### src/rtl/game_button_conditioner.sv
// Pad-level button front end: per-channel synchroniser, debouncer and
// press/release/held/auto-repeat event generator.
module game_button_conditioner #(
  parameter int unsigned N_BTN         = 3,
  parameter int unsigned DB_CYCLES     = 16,
  parameter int unsigned REPEAT_DELAY  = 1000,
  parameter int unsigned REPEAT_CYCLES = 500
) (
  input  logic             clk,
  input  logic             nrst,
  input  logic             en,
  input  logic [N_BTN-1:0] btn_i,
  output logic [N_BTN-1:0] press_o,
  output logic [N_BTN-1:0] release_o,
  output logic [N_BTN-1:0] held_o,
  output logic [N_BTN-1:0] rpt_o,
  output logic             any_press_o
);

  localparam int unsigned CNT_W    = $clog2(DB_CYCLES + 1);
  localparam int unsigned RCNT_MAX = (REPEAT_DELAY > REPEAT_CYCLES) ? REPEAT_DELAY : REPEAT_CYCLES;
  localparam int unsigned RCNT_W   = $clog2(RCNT_MAX + 1);

  localparam logic [CNT_W-1:0]  DB_LAST   = CNT_W'(DB_CYCLES - 1);
  localparam logic [RCNT_W-1:0] RCNT_SAT  = RCNT_W'(RCNT_MAX);
  localparam logic [RCNT_W-1:0] RPT_FIRST = RCNT_W'(REPEAT_DELAY);
  localparam logic [RCNT_W-1:0] RPT_NEXT  = RCNT_W'(REPEAT_CYCLES);
  localparam bit                RPT_EN    = (REPEAT_CYCLES != 0);

  typedef enum logic [1:0] {
    ST_IDLE        = 2'd0,
    ST_PRESS_CHK   = 2'd1,
    ST_PRESSED     = 2'd2,
    ST_RELEASE_CHK = 2'd3
  } state_t;

  logic [N_BTN-1:0] sync_q1;
  logic [N_BTN-1:0] sync_q2;
  logic [N_BTN-1:0] press_d;
  logic [N_BTN-1:0] release_d;
  logic [N_BTN-1:0] held_d;
  logic [N_BTN-1:0] rpt_d;

  // Two-flop synchroniser; runs regardless of enable
  always_ff @(posedge clk or negedge nrst) begin
    if (!nrst) begin
      sync_q1 <= '0;
      sync_q2 <= '0;
    end else begin
      sync_q1 <= btn_i;
      sync_q2 <= sync_q1;
    end
  end

  for (genvar i = 0; i < N_BTN; i++) begin : g_ch
    state_t             state_q, state_d;
    logic [CNT_W-1:0]   cnt_q, cnt_d;
    logic [RCNT_W-1:0]  rcnt_q, rcnt_d, rcnt_inc;
    logic               rep_q, rep_d;
    logic               s;
    logic               rpt_hit;

    assign s        = sync_q2[i];
    assign rcnt_inc = (rcnt_q == RCNT_SAT) ? rcnt_q : rcnt_q + RCNT_W'(1);
    // First repeat after REPEAT_DELAY held cycles, then every REPEAT_CYCLES
    assign rpt_hit  = RPT_EN && (rcnt_inc == (rep_q ? RPT_NEXT : RPT_FIRST));

    always_ff @(posedge clk or negedge nrst) begin
      if (!nrst) begin
        state_q <= ST_IDLE;
        cnt_q   <= '0;
        rcnt_q  <= '0;
        rep_q   <= 1'b0;
      end else begin
        state_q <= state_d;
        cnt_q   <= cnt_d;
        rcnt_q  <= rcnt_d;
        rep_q   <= rep_d;
      end
    end

    always_comb begin
      state_d = state_q;
      cnt_d   = cnt_q;
      rcnt_d  = rcnt_q;
      rep_d   = rep_q;
      if (!en) begin
        state_d = ST_IDLE;
        cnt_d   = '0;
        rcnt_d  = '0;
        rep_d   = 1'b0;
      end else begin
        case (state_q)
          ST_IDLE: begin
            if (s) begin
              state_d = ST_PRESS_CHK;
              cnt_d   = CNT_W'(1);
            end
          end
          ST_PRESS_CHK: begin
            if (!s) begin
              state_d = ST_IDLE;
              cnt_d   = '0;
            end else if (cnt_q == DB_LAST) begin
              state_d = ST_PRESSED;
              cnt_d   = '0;
              rcnt_d  = '0;
              rep_d   = 1'b0;
            end else begin
              cnt_d = cnt_q + CNT_W'(1);
            end
          end
          ST_PRESSED: begin
            if (!s) begin
              state_d = ST_RELEASE_CHK;
              cnt_d   = CNT_W'(1);
            end else if (rpt_hit) begin
              rcnt_d = '0;
              rep_d  = 1'b1;
            end else begin
              rcnt_d = rcnt_inc;
            end
          end
          ST_RELEASE_CHK: begin
            // Repeat timing is frozen here and resumes if the release is rejected
            if (s) begin
              state_d = ST_PRESSED;
              cnt_d   = '0;
            end else if (cnt_q == DB_LAST) begin
              state_d = ST_IDLE;
              cnt_d   = '0;
              rcnt_d  = '0;
              rep_d   = 1'b0;
            end else begin
              cnt_d = cnt_q + CNT_W'(1);
            end
          end
          default: state_d = ST_IDLE;
        endcase
      end
    end

    always_comb begin
      press_d[i]   = 1'b0;
      release_d[i] = 1'b0;
      rpt_d[i]     = 1'b0;
      held_d[i]    = (state_d == ST_PRESSED) || (state_d == ST_RELEASE_CHK);
      if (en) begin
        press_d[i]   = (state_q == ST_PRESS_CHK) && s && (cnt_q == DB_LAST);
        release_d[i] = (state_q == ST_RELEASE_CHK) && !s && (cnt_q == DB_LAST);
        rpt_d[i]     = (state_q == ST_PRESSED) && s && rpt_hit;
      end
    end
  end

  // Registered event outputs
  always_ff @(posedge clk or negedge nrst) begin
    if (!nrst) begin
      press_o     <= '0;
      release_o   <= '0;
      held_o      <= '0;
      rpt_o       <= '0;
      any_press_o <= 1'b0;
    end else begin
      press_o     <= press_d;
      release_o   <= release_d;
      held_o      <= held_d;
      rpt_o       <= rpt_d;
      any_press_o <= |press_d;
    end
  end

endmodule
### config.mk
export PLATFORM = sky130hd
export DESIGN_NAME = game_button_conditioner
export DESIGN_NICKNAME = d
export VERILOG_FILES = /design/src/rtl/game_button_conditioner.sv
export SDC_FILE = /design/constraint.sdc
export NUM_CORES = 1
export LEC_CHECK = 0
export BUFFER_PORTS_ARGS = -buffer_cell sky130_fd_sc_hd__buf_2
export CAP_MARGIN = 25
export CORE_MARGIN = 5
export CORE_UTILIZATION = 57
export DETAILED_ROUTE_END_ITERATION = 6
export GPL_ROUTABILITY_DRIVEN = 0
export HOLD_SLACK_MARGIN = 0.05
export MAX_ROUTING_LAYER = met4
export PLACE_DENSITY = 0.75
export SETUP_SLACK_MARGIN = 0.5
export SLEW_MARGIN = 20
export SYNTH_ARGS = -nofsm -noshare
export SYNTH_HDL_FRONTEND = slang
export SYNTH_SLANG_ARGS = --single-unit
### constraint.sdc
create_clock -name clk -period 2.9 [get_ports clk]
set_input_delay 0.145 -clock clk [delete_from_list [all_inputs] [get_ports clk]]
set_output_delay 0.145 -clock clk [all_outputs]
set_load 0.1 [all_outputs]
==> flow_summary.json, run 1 <==
{
  "status": "completed",
  "cts_tree": "yes",
  "wl_per_cell_um": 16.0,
  "fin_ws_ps": 150,
  "tightest_slew_ps": 908,
  "clkSinkCount": 73,
  "grt_pass1_wl_um": 14800,
  "yosys_warnings": 0,
  "grt_pass1_vias": 3245,
  "initial_core_util_pct": 59.1,
  "pin_count": 19,
  "worst-endpoint-required_ps": 3140,
  "antenna_found_initial": 0,
  "area_delta_synth_final_pct": 20.5,
  "critPathCaptureType": "flip-flop",
  "min_period_ps": 2750,
  "n_antenna_cell": 0,
  "drtPass1Iterations": 5,
  "drive_gt1_share_pct": 22.7,
  "dieHeight_um": 94.2,
  "finalCritPeriodShare_pct": 94.8,
  "synth-edff-count": 0,
  "final_cell_mix": "dfrtp_1 (65), nand2_1 (49), nor2_1 (39)",
  "core_um2": 6830,
  "crit_chain": "ha_2 -> nand3_1 -> or3_1 -> a2bb2oi_1 -> nand4b_1 -> o41ai_2 -> buf_4 -> nor3_2 -> a211o_1",
  "path_max_fanout": 8,
  "hold_violations": 0,
  "ys_types": 61,
  "critical_path_class": "reg2reg",
  "netlist_instances": 451,
  "syn_area_um2": 4040,
  "die_area_um2": 8870,
  "startpoint_type": "flip-flop",
  "wirelength_um": 9400,
  "fin_setup_tns_ps": 0,
  "path_clk_slew_ps": 80,
  "clockRootBuffer": "clkbuf_8",
  "skew_ps": 8.41,
  "cp.arrival_ps": 2990,
  "async_flop_share_pct": 100,
  "p_leak_uw": 0.00212,
  "vias_per_cell": 6.06,
  "finalMaxSlewViolations": 0,
  "cap_violations": 0,
  "clock.fmax_mhz": 364,
  "multiInputGateArea_um2": 2290,
  "std_cell_rows": 30,
  "p_per_area_nw_per_um2": 406,
  "htree_levels": 3,
  "cpLargestDelayFamily": "compound AO/OA/AOI/OAI gates",
  "grt_start_max_net_pins": 74,
  "crit_slowest_cell": "o41ai_2",
  "register_area_um2": 1840,
  "num_vias": 3567,
  "overflow": 0,
  "rsz0062_at_grt": "yes",
  "worst-path-buf-inv": 1,
  "hold_path_class": "in2reg",
  "hpwlAfterDp_um": 5440,
  "max_stage_delay_ps": 520,
  "ant_nets": 0,
  "pre_cts_ws_ps": 185,
  "grt_util_all_layers_pct": 21.5,
  "clock_latency_ps": 350,
  "rrSetupSlack_ps": 150,
  "cts_max_path_buffers": 2,
  "nNetsFinal": 503,
  "slew_headroom_pct": 39.5,
  "synth_flop_cell": "dfrtp_1",
  "synth.avg_cell_area_um2": 8.96,
  "numCtsBuffers": 9,
  "die_width_um": 94.2,
  "syn_nets": 466,
  "final_common_cell": "dfrtp_1",
  "io_buffer_count": 18,
  "final-setup-viol-count": 0,
  "seq_area_frac_synth_pct": 45.2,
  "drt_iter0_drc": 200,
  "fillers": 510,
  "ir_drop_mv": 0.364,
  "synth_seq_cells": 73,
  "route.detailed.drc": 0
}
flip-flops by register name, summed over array words and instances (netlist names):
name,flops
g_ch.rcnt_q,30
g_ch.cnt_q,15
g_ch.state_q,6
g_ch.rep_q,3
held_o,3
press_o,3
release_o,3
rpt_o,3
sync_q1,3
sync_q2,3
any_press_o,1
power breakdown:
group | internal, µW | switching (µW) | total, µW | leakage [µW]
clock | 449 | 404 | 853 | 0.000102
combinational | 24.6 | 55.7 | 80.4 | 0.00103
sequential | 1030 | 14.4 | 1040 | 0.000986
path summary, 6_finish.rpt:
path                       depth (start not counted)                       endpoint                          start
min reg2reg                                        0           sync_q2[2]$_DFF_PN0_           sync_q1[2]$_DFF_PN0_
min                                                3   g_ch[0].cnt_q[4]$_DFFE_PN0P_                             en
max reg2reg                                        9  g_ch[0].rcnt_q[6]$_DFFE_PN0P_  g_ch[0].rcnt_q[0]$_DFFE_PN0P_
max in group asynchronous                          2  g_ch[2].rcnt_q[1]$_DFFE_PN0P_                           nrst
min in group asynchronous                          2  g_ch[2].rcnt_q[3]$_DFFE_PN0P_                           nrst
max                                                9  g_ch[0].rcnt_q[6]$_DFFE_PN0P_  g_ch[0].rcnt_q[0]$_DFFE_PN0P_
stage by stage:
stage / total power, µW / std cells / utilization (%) / area [µm²] / hold slack [ps]
after floorplan: 1100 / 451 / - / 4050 / -151
after global placement: 1140 / 546 / 61.5 / 4200 / 254
after detailed placement: 1140 / 546 / 61.5 / 4200 / 259
after CTS: 1990 / 573 / 67.3 / 4600 / 155
after global routing: 2050 / 589 / 71.3 / 4870 / 164
final: 1970 / 589 / 71.3 / 4870 / 170
cell type report:
class	instances	area share, %
Sequential cell	73	37.7
Multi-Input combinational cell	340	47.1
Clock buffer	11	3.11
Timing Repair Buffer	49	7.20
Clock inverter	5	1.29
Inverter	15	1.16
Tap cell	96	2.47
layer usage:
layer	share of wire (%)	global-route usage [%]	up-vias
li1	-	-	1701
met1	44	28.3	1726
met2	48	32.1	116
met3	5.1	3.45	24
met4	2.4	10.8	0
met5	0	-	-
logic make-up after synthesis:
kind of cell	after synthesis	synth area share, %
AOI/OAI and AO/OA	91	14.7
xor gates and xnor gates	23	4.99
adders and majority gates	9	2.79
buffers and inverters	40	3.96
DFF	73	45.2
muxes	5	1.24
and+or+nand+nor	210	27.1
worst min-delay path: stages:
cell     delay, ps
buf_2          210
nand2_1         90
nor2_1          40
synth_stat cells, types with 3 or more instances:
master | n | share of area (%)
a21oi_1 | 28 | 3.5
a22oi_1 | 4 | 0.74
a31oi_1 | 4 | 0.62
and2_1 | 3 | 0.46
and3_1 | 12 | 1.9
and4_1 | 3 | 0.65
clkbuf_1 | 20 | 1.9
dfrtp_1 | 73 | 45
ha_1 | 9 | 2.8
inv_1 | 15 | 1.4
mux2i_1 | 5 | 1.2
nand2_1 | 50 | 4.6
nand2b_1 | 6 | 0.93
nand3_1 | 37 | 4.6
nand4_1 | 4 | 0.62
nand4b_1 | 3 | 0.65
nor2_1 | 41 | 3.8
nor3_1 | 10 | 1.2
nor3b_1 | 5 | 0.93
nor4_1 | 6 | 0.93
nor4b_1 | 4 | 0.87
o211a_1 | 3 | 0.74
o211ai_1 | 3 | 0.56
o21ai_0 | 18 | 2.2
o21ai_1 | 5 | 0.62
o31ai_1 | 3 | 0.56
or3_1 | 8 | 1.2
or4_1 | 5 | 0.93
xnor2_1 | 10 | 2.2
xor2_1 | 13 | 2.8
what timing repair did:
action	in CTS	in global routing
pin swaps	6	19
gates resized for setup	17	37
cloned	1	1
hold buffers	4	0
setup buffers	6	15
setup endpoints to repair	26	32
hold endpoints to repair	76	0
Note: power is estimated with default switching activity, not from simulation.
==> run 2: changes to the inputs <==
REMOVE_ABC_BUFFERS = 1   (was default)
==> flow_summary.json, run 2 (same netlist as run 1, synthesis figures left out) <==
{
  "hold_violations": 0,
  "r2r-end": "g_ch[1].rcnt_q[5]$_DFFE_PN0P_",
  "die_width_um": 94.2,
  "clockRootBuffer": "clkbuf_8",
  "clkSinkCount": 73,
  "die_area_um2": 8870,
  "reg_top3": "g_ch.rcnt_q x30, g_ch.cnt_q x15, g_ch.state_q x6",
  "finalCritPeriodShare_pct": 86.4,
  "crit_chain": "nand3_1 -> or4_1 -> xnor2_2 -> mux2i_4 -> buf_6 -> a31oi_4 -> o21ai_0 -> o21ai_0",
  "htree_levels": 3,
  "area_delta_synth_final_pct": 19.6,
  "dr_wl_met3_um": 398,
  "path_clk_slew_ps": 80,
  "cts_tree": "yes",
  "final_cell_mix": "dfrtp_1 (68), nand2_1 (48), nor2_1 (40)",
  "grt_start_max_net_pins": 74,
  "tightest_slew_ps": 889,
  "crit_slowest_cell": "or4_1",
  "grt_pass1_wl_um": 15000,
  "slew_headroom_pct": 40.7,
  "ant_nets": 0,
  "max_stage_delay_ps": 660,
  "wl_per_cell_um": 15.7,
  "fillers": 520,
  "maxUsedRoutingLayer": "met4",
  "finalMaxSlewViolations": 0,
  "pin_count": 19,
  "cp.arrival_ps": 2750,
  "rsz0062_at_grt": "yes",
  "p_per_area_nw_per_um2": 407,
  "dieHeight_um": 94.2,
  "worstRegToRegCells": 8,
  "hold_path_class": "in2reg",
  "critical_path_class": "reg2reg",
  "nNetsFinal": 499,
  "route.detailed.drc": 0,
  "wl_met2_um": 4580,
  "skew_ps": 11.9,
  "stdcell_count": 585,
  "n_antenna_cell": 0,
  "drt-met1-wl_um": 4050,
  "vias_per_cell": 6.02,
  "path_common_cell": "o21ai_0",
  "p_leak_uw": 0.00210,
  "final_common_cell": "dfrtp_1",
  "cap_violations": 0,
  "dp_cells": 549,
  "rrSetupSlack_ps": 400,
  "drive_gt1_share_pct": 21.9,
  "path_max_fanout": 7,
  "numCtsBuffers": 9,
  "drt_iter0_drc": 157,
  "clock_latency_ps": 360,
  "hold_depth": 4,
  "antenna_found_initial": 0,
  "wirelength_um": 9200,
  "hold_path_end": "g_ch[2].cnt_q[4]$_DFFE_PN0P_",
  "critPathCaptureType": "flip-flop",
  "final-setup-viol-count": 0,
  "largest_register_ff_count": 30,
  "worst-endpoint-required_ps": 3140,
  "cts_max_path_buffers": 2,
  "top_register": "g_ch.rcnt_q",
  "status": "completed",
  "io_buffer_count": 18,
  "std_cell_rows": 30,
  "overflow": 0,
  "fin_setup_tns_ps": 0,
  "drtPass1Iterations": 5,
  "worst-path-buf-inv": 1,
  "ir_drop_mv": 0.318,
  "hpwlAfterDp_um": 5590,
  "grt_pass1_vias": 3289,
  "num_vias": 3521,
  "initial_core_util_pct": 59.1,
  "clock.fmax_mhz": 399,
  "cpLargestDelayFamily": "simple AND/OR/NAND/NOR gates",
  "min_period_ps": 2500,
  "core_um2": 6830,
  "startpoint_type": "flip-flop",
  "r2r-start": "g_ch[1].rcnt_q[7]$_DFFE_PN0P_",
  "whs_ps": 254,
  "grt_util_all_layers_pct": 21.5,
  "holdCritStartpoint": "en"
}
## run 2: area by class of cell
cell class | instances | area [µm²] | share of cell area, %
Tap cell | 96 | 120 | 2.49
Inverter | 15 | 56.3 | 1.17
Clock buffer | 9 | 124 | 2.56
Clock inverter | 7 | 83.8 | 1.73
Sequential cell | 73 | 1830 | 37.9
Timing Repair Buffer | 45 | 320 | 6.63
Multi-Input combinational cell | 340 | 2290 | 47.5
## run 2: per-layer routing
| layer | vias up | GRT usage [%] |
|---|---|---|
| met3 | 21 | 2.96 |
| met2 | 99 | 34.4 |
| met1 | 1710 | 27.1 |
| met5 | - | - |
| li1 | 1691 | - |
| met4 | 0 | 9.51 |
## run 2: repair_timing
item,4_1_cts,5_1_grt
buffers inserted,8,6
setup endpoints to repair,26,31
endpoints found under the hold margin,76,0
gates resized for setup,18,38
pin swaps,13,21
gates cloned,1,1
hold buffers,4,0
## run 2: through the flow
stage	setup slack (ps)	util, %	area (µm²)	power (µW)
floorplan	204	-	3940	1090
global placement	333	61.7	4220	1140
global route	287	70.7	4830	2040
CTS	422	67.6	4620	1980
detailed placement	261	61.7	4220	1140
finish	396	70.7	4830	1970
## run 2: worst reg2reg max path, cell delays in order, from the launching register on
cell and delay [ps]:
dfrtp_1 460, nand3_1 140, or4_1 660, xnor2_2 270
mux2i_4 360, buf_6 150, a31oi_4 140, o21ai_0 110
o21ai_0 90
## run 2: report_power, final
| group | total, µW | internal (µW) | switching, µW | leakage (µW) |
|---|---|---|---|---|
| clock | 844 | 414 | 430 | 0.000103 |
| sequential | 1040 | 1030 | 14.3 | 0.000991 |
| combinational | 82.8 | 25.8 | 57.0 | 0.00101 |
## run 2: how the worst max path moves through the flow
stage / start / end / cells after the start
after CTS: g_ch[0].rcnt_q[0]$_DFFE_PN0P_ / g_ch[0].rcnt_q[6]$_DFFE_PN0P_ / 11
after global placement: g_ch[2].rcnt_q[1]$_DFFE_PN0P_ / g_ch[2].rcnt_q[2]$_DFFE_PN0P_ / 8
after floorplan: g_ch[0].rcnt_q[0]$_DFFE_PN0P_ / g_ch[0].rcnt_q[6]$_DFFE_PN0P_ / 9
final: g_ch[1].rcnt_q[7]$_DFFE_PN0P_ / g_ch[1].rcnt_q[5]$_DFFE_PN0P_ / 8
after detailed placement: g_ch[2].rcnt_q[1]$_DFFE_PN0P_ / g_ch[2].rcnt_q[6]$_DFFE_PN0P_ / 8
after global routing: g_ch[1].rcnt_q[1]$_DFFE_PN0P_ / g_ch[1].rcnt_q[5]$_DFFE_PN0P_ / 10
==> run 3: changes to the inputs <==
ABC_AREA = 1   (was default)
==> flow_summary.json, run 3 <==
{
  "status": "completed",
  "clockRootBuffer": "clkbuf_8",
  "drtPass1Iterations": 5,
  "die_width_um": 97.4,
  "ir_drop_mv": 0.409,
  "hpwlAfterDp_um": 6290,
  "clock_latency_ps": 360,
  "whs_ps": 212,
  "cpLargestDelayFamily": "simple AND/OR/NAND/NOR gates",
  "crit_slowest_cell": "dfrtp_1",
  "critical_path_class": "reg2reg",
  "fin_setup_tns_ps": 0,
  "num_vias": 3866,
  "clock.fmax_mhz": 472,
  "synth-simple-area-share_pct": 31.8,
  "reg_top3": "g_ch.rcnt_q x30, g_ch.cnt_q x15, g_ch.state_q x6",
  "seq_area_frac_synth_pct": 42.0,
  "final_cell_mix": "nand2_1 (155), inv_1 (85), dfrtp_1 (73)",
  "cts_max_path_buffers": 2,
  "grt_pass1_wl_um": 15800,
  "std_cell_rows": 31,
  "grt_util_all_layers_pct": 20.5,
  "cp.depth": 12,
  "max_stage_delay_ps": 430,
  "dieHeight_um": 97.4,
  "clkSinkCount": 73,
  "pre_cts_ws_ps": 697,
  "synth-edff-count": 0,
  "netlist_instances": 585,
  "final-setup-viol-count": 0,
  "worst-endpoint-required_ps": 3140,
  "muxShareOfSynthArea_pct": 0,
  "synth_top_area_share_pct": 42.0,
  "ys_types": 36,
  "ant_nets": 0,
  "wl_per_cell_um": 12.7,
  "synth_area_leaders": "dfrtp_1 (42%), nand2_1 (13%), inv_1 (7.4%)",
  "pin_count": 19,
  "skew_ps": 7.63,
  "grt_start_max_net_pins": 74,
  "critPathCaptureType": "flip-flop",
  "n_antenna_cell": 0,
  "antenna_found_initial": 0,
  "route.detailed.drc": 0,
  "worstRegToRegCells": 12,
  "startpoint_type": "flip-flop",
  "io_buffer_count": 18,
  "htree_levels": 3,
  "overflow": 0,
  "async_flop_share_pct": 100,
  "numCtsBuffers": 9,
  "core_um2": 7330,
  "slew_headroom_pct": 68.5,
  "tightest_slew_ps": 468,
  "synth.avg_cell_area_um2": 7.43,
  "initial_core_util_pct": 59.3,
  "r2r-start": "g_ch[1].rcnt_q[0]$_DFFE_PN0P_",
  "final_common_cell": "nand2_1",
  "yosysMostFrequentCell": "nand2_1",
  "cp.arrival_ps": 2360,
  "r2r-end": "g_ch[1].rcnt_q[8]$_DFFE_PN0P_",
  "netlist_top_cells_count": "nand2_1 (155), inv_1 (86), dfrtp_1 (73), nor2_1 (64), nand3_1 (57)",
  "cts_tree": "yes",
  "finalMaxSlewViolations": 0,
  "critical_path.startpoint": "g_ch[1].rcnt_q[0]$_DFFE_PN0P_",
  "path_common_cell": "nand2_1",
  "drt_iter0_drc": 210,
  "fin_ws_ps": 780,
  "endpoint": "g_ch[1].rcnt_q[8]$_DFFE_PN0P_",
  "crit_chain": "inv_1 -> ha_1 -> inv_1 -> nor2_1 -> nand3_1 -> nand2_1 -> nand2_1 -> nand2_1 -> nand2_1 -> o21bai_4 -> buf_4 -> o22ai_2",
  "synth_flop_cell": "dfrtp_1",
  "grt_pass1_vias": 3612,
  "cap_violations": 0,
  "drive_gt1_share_pct": 11.7,
  "top_register": "g_ch.rcnt_q",
  "area_delta_synth_final_pct": 9.72,
  "fillers": 608,
  "p_per_area_nw_per_um2": 398,
  "min_period_ps": 2120,
  "yosys_warnings": 0,
  "wirelength_um": 9070,
  "hold_path_class": "in2reg",
  "die_area_um2": 9480,
  "rsz0062_at_grt": "no",
  "postCtsSetupBuffers": 0,
  "synth_seq_cells": 73,
  "p_leak_uw": 0.00225,
  "nNetsFinal": 626,
  "path_max_fanout": 7,
  "rrSetupSlack_ps": 780,
  "synth_top_family_by_area": "simple AND/OR/NAND/NOR gates",
  "largest_register_ff_count": 30,
  "worst-path-buf-inv": 3,
  "hold_violations": 0,
  "path_clk_slew_ps": 80,
  "synth-compound-area-share_pct": 12.2,
  "vias_per_cell": 5.41,
  "finalCritPeriodShare_pct": 73.1,
  "yosys.area.top_type": "dfrtp_1",
  "syn_area_um2": 4350,
  "synth_xor_area_share_pct": 1.93,
  "synth_fa_ha_area_share_pct": 2.59
}
run 3: routing by layer:
layer	global-route usage (%)	vias up	routed length [µm]
met1	26.6	1792	4160
met5	-	-	0
met2	32.0	98	4340
li1	-	1956	-
met4	8.63	0	172
met3	3.45	20	391
run 3: final cells by class:
type	instances	area [µm²]	share of cell area, %
Inverter	90	342	7.16
Tap cell	99	124	2.60
Sequential cell	73	1830	38.3
Multi-Input combinational cell	412	2120	44.4
Clock inverter	7	61.3	1.28
Timing Repair Buffer	25	175	3.67
Clock buffer	9	124	2.60
run 3: worst min-delay path by stage:
stage,from,endpoint,depth (start not counted)
after CTS,en,g_ch[1].state_q[0]$_DFF_PN0_,3
after global routing,en,g_ch[1].state_q[0]$_DFF_PN0_,3
after global placement,btn_i[2],sync_q1[2]$_DFF_PN0_,1
after floorplan,nrst,any_press_o$_DFF_PN0_,0
after detailed placement,btn_i[2],sync_q1[2]$_DFF_PN0_,1
final,en,g_ch[1].state_q[0]$_DFF_PN0_,3
run 3: through the flow:
stage | cell area, µm² | power (µW) | util [%] | instances
3_5_place_dp | 4510 | 1150 | 61.5 | 694
4_1_cts | 4730 | 1910 | 64.6 | 714
5_1_grt | 4770 | 1980 | 65.1 | 715
3_3_place_gp | 4510 | 1150 | 61.5 | 694
6_report | 4770 | 1900 | 65.1 | 715
2_1_floorplan | 4280 | 1110 | - | 575
run 3: report_power, final:
group,leakage [µW],internal [µW],switching [µW]
clock network,0.0000884,325,433
logic,0.00116,28.1,73.1
registers,0.000998,1030,11.2
run 3: worst register-to-register path: stages, from the launching register on:
cell and delay, ps:
dfrtp_1 430, inv_1 160, ha_1 160, inv_1 30
nor2_1 130, nand3_1 150, nand2_1 110, nand2_1 70
nand2_1 90, nand2_1 110, o21bai_4 260, buf_4 220
o22ai_2 70
run 3: what timing repair did:
| item | CTS | global route |
|---|---|---|
| endpoints found under the hold margin | 76 | 0 |
| resized for setup | 0 | 2 |
| hold buffers | 4 | 0 |
| setup endpoints to repair | 0 | 9 |
run 3: logic make-up after synthesis:
kind of cell	Yosys count
buffers and inverters	100
DFF	73
adders and majority gates	9
AOI/OAI and AO/OA	78
and+or+nand+nor	317
xor gates and xnor gates	8
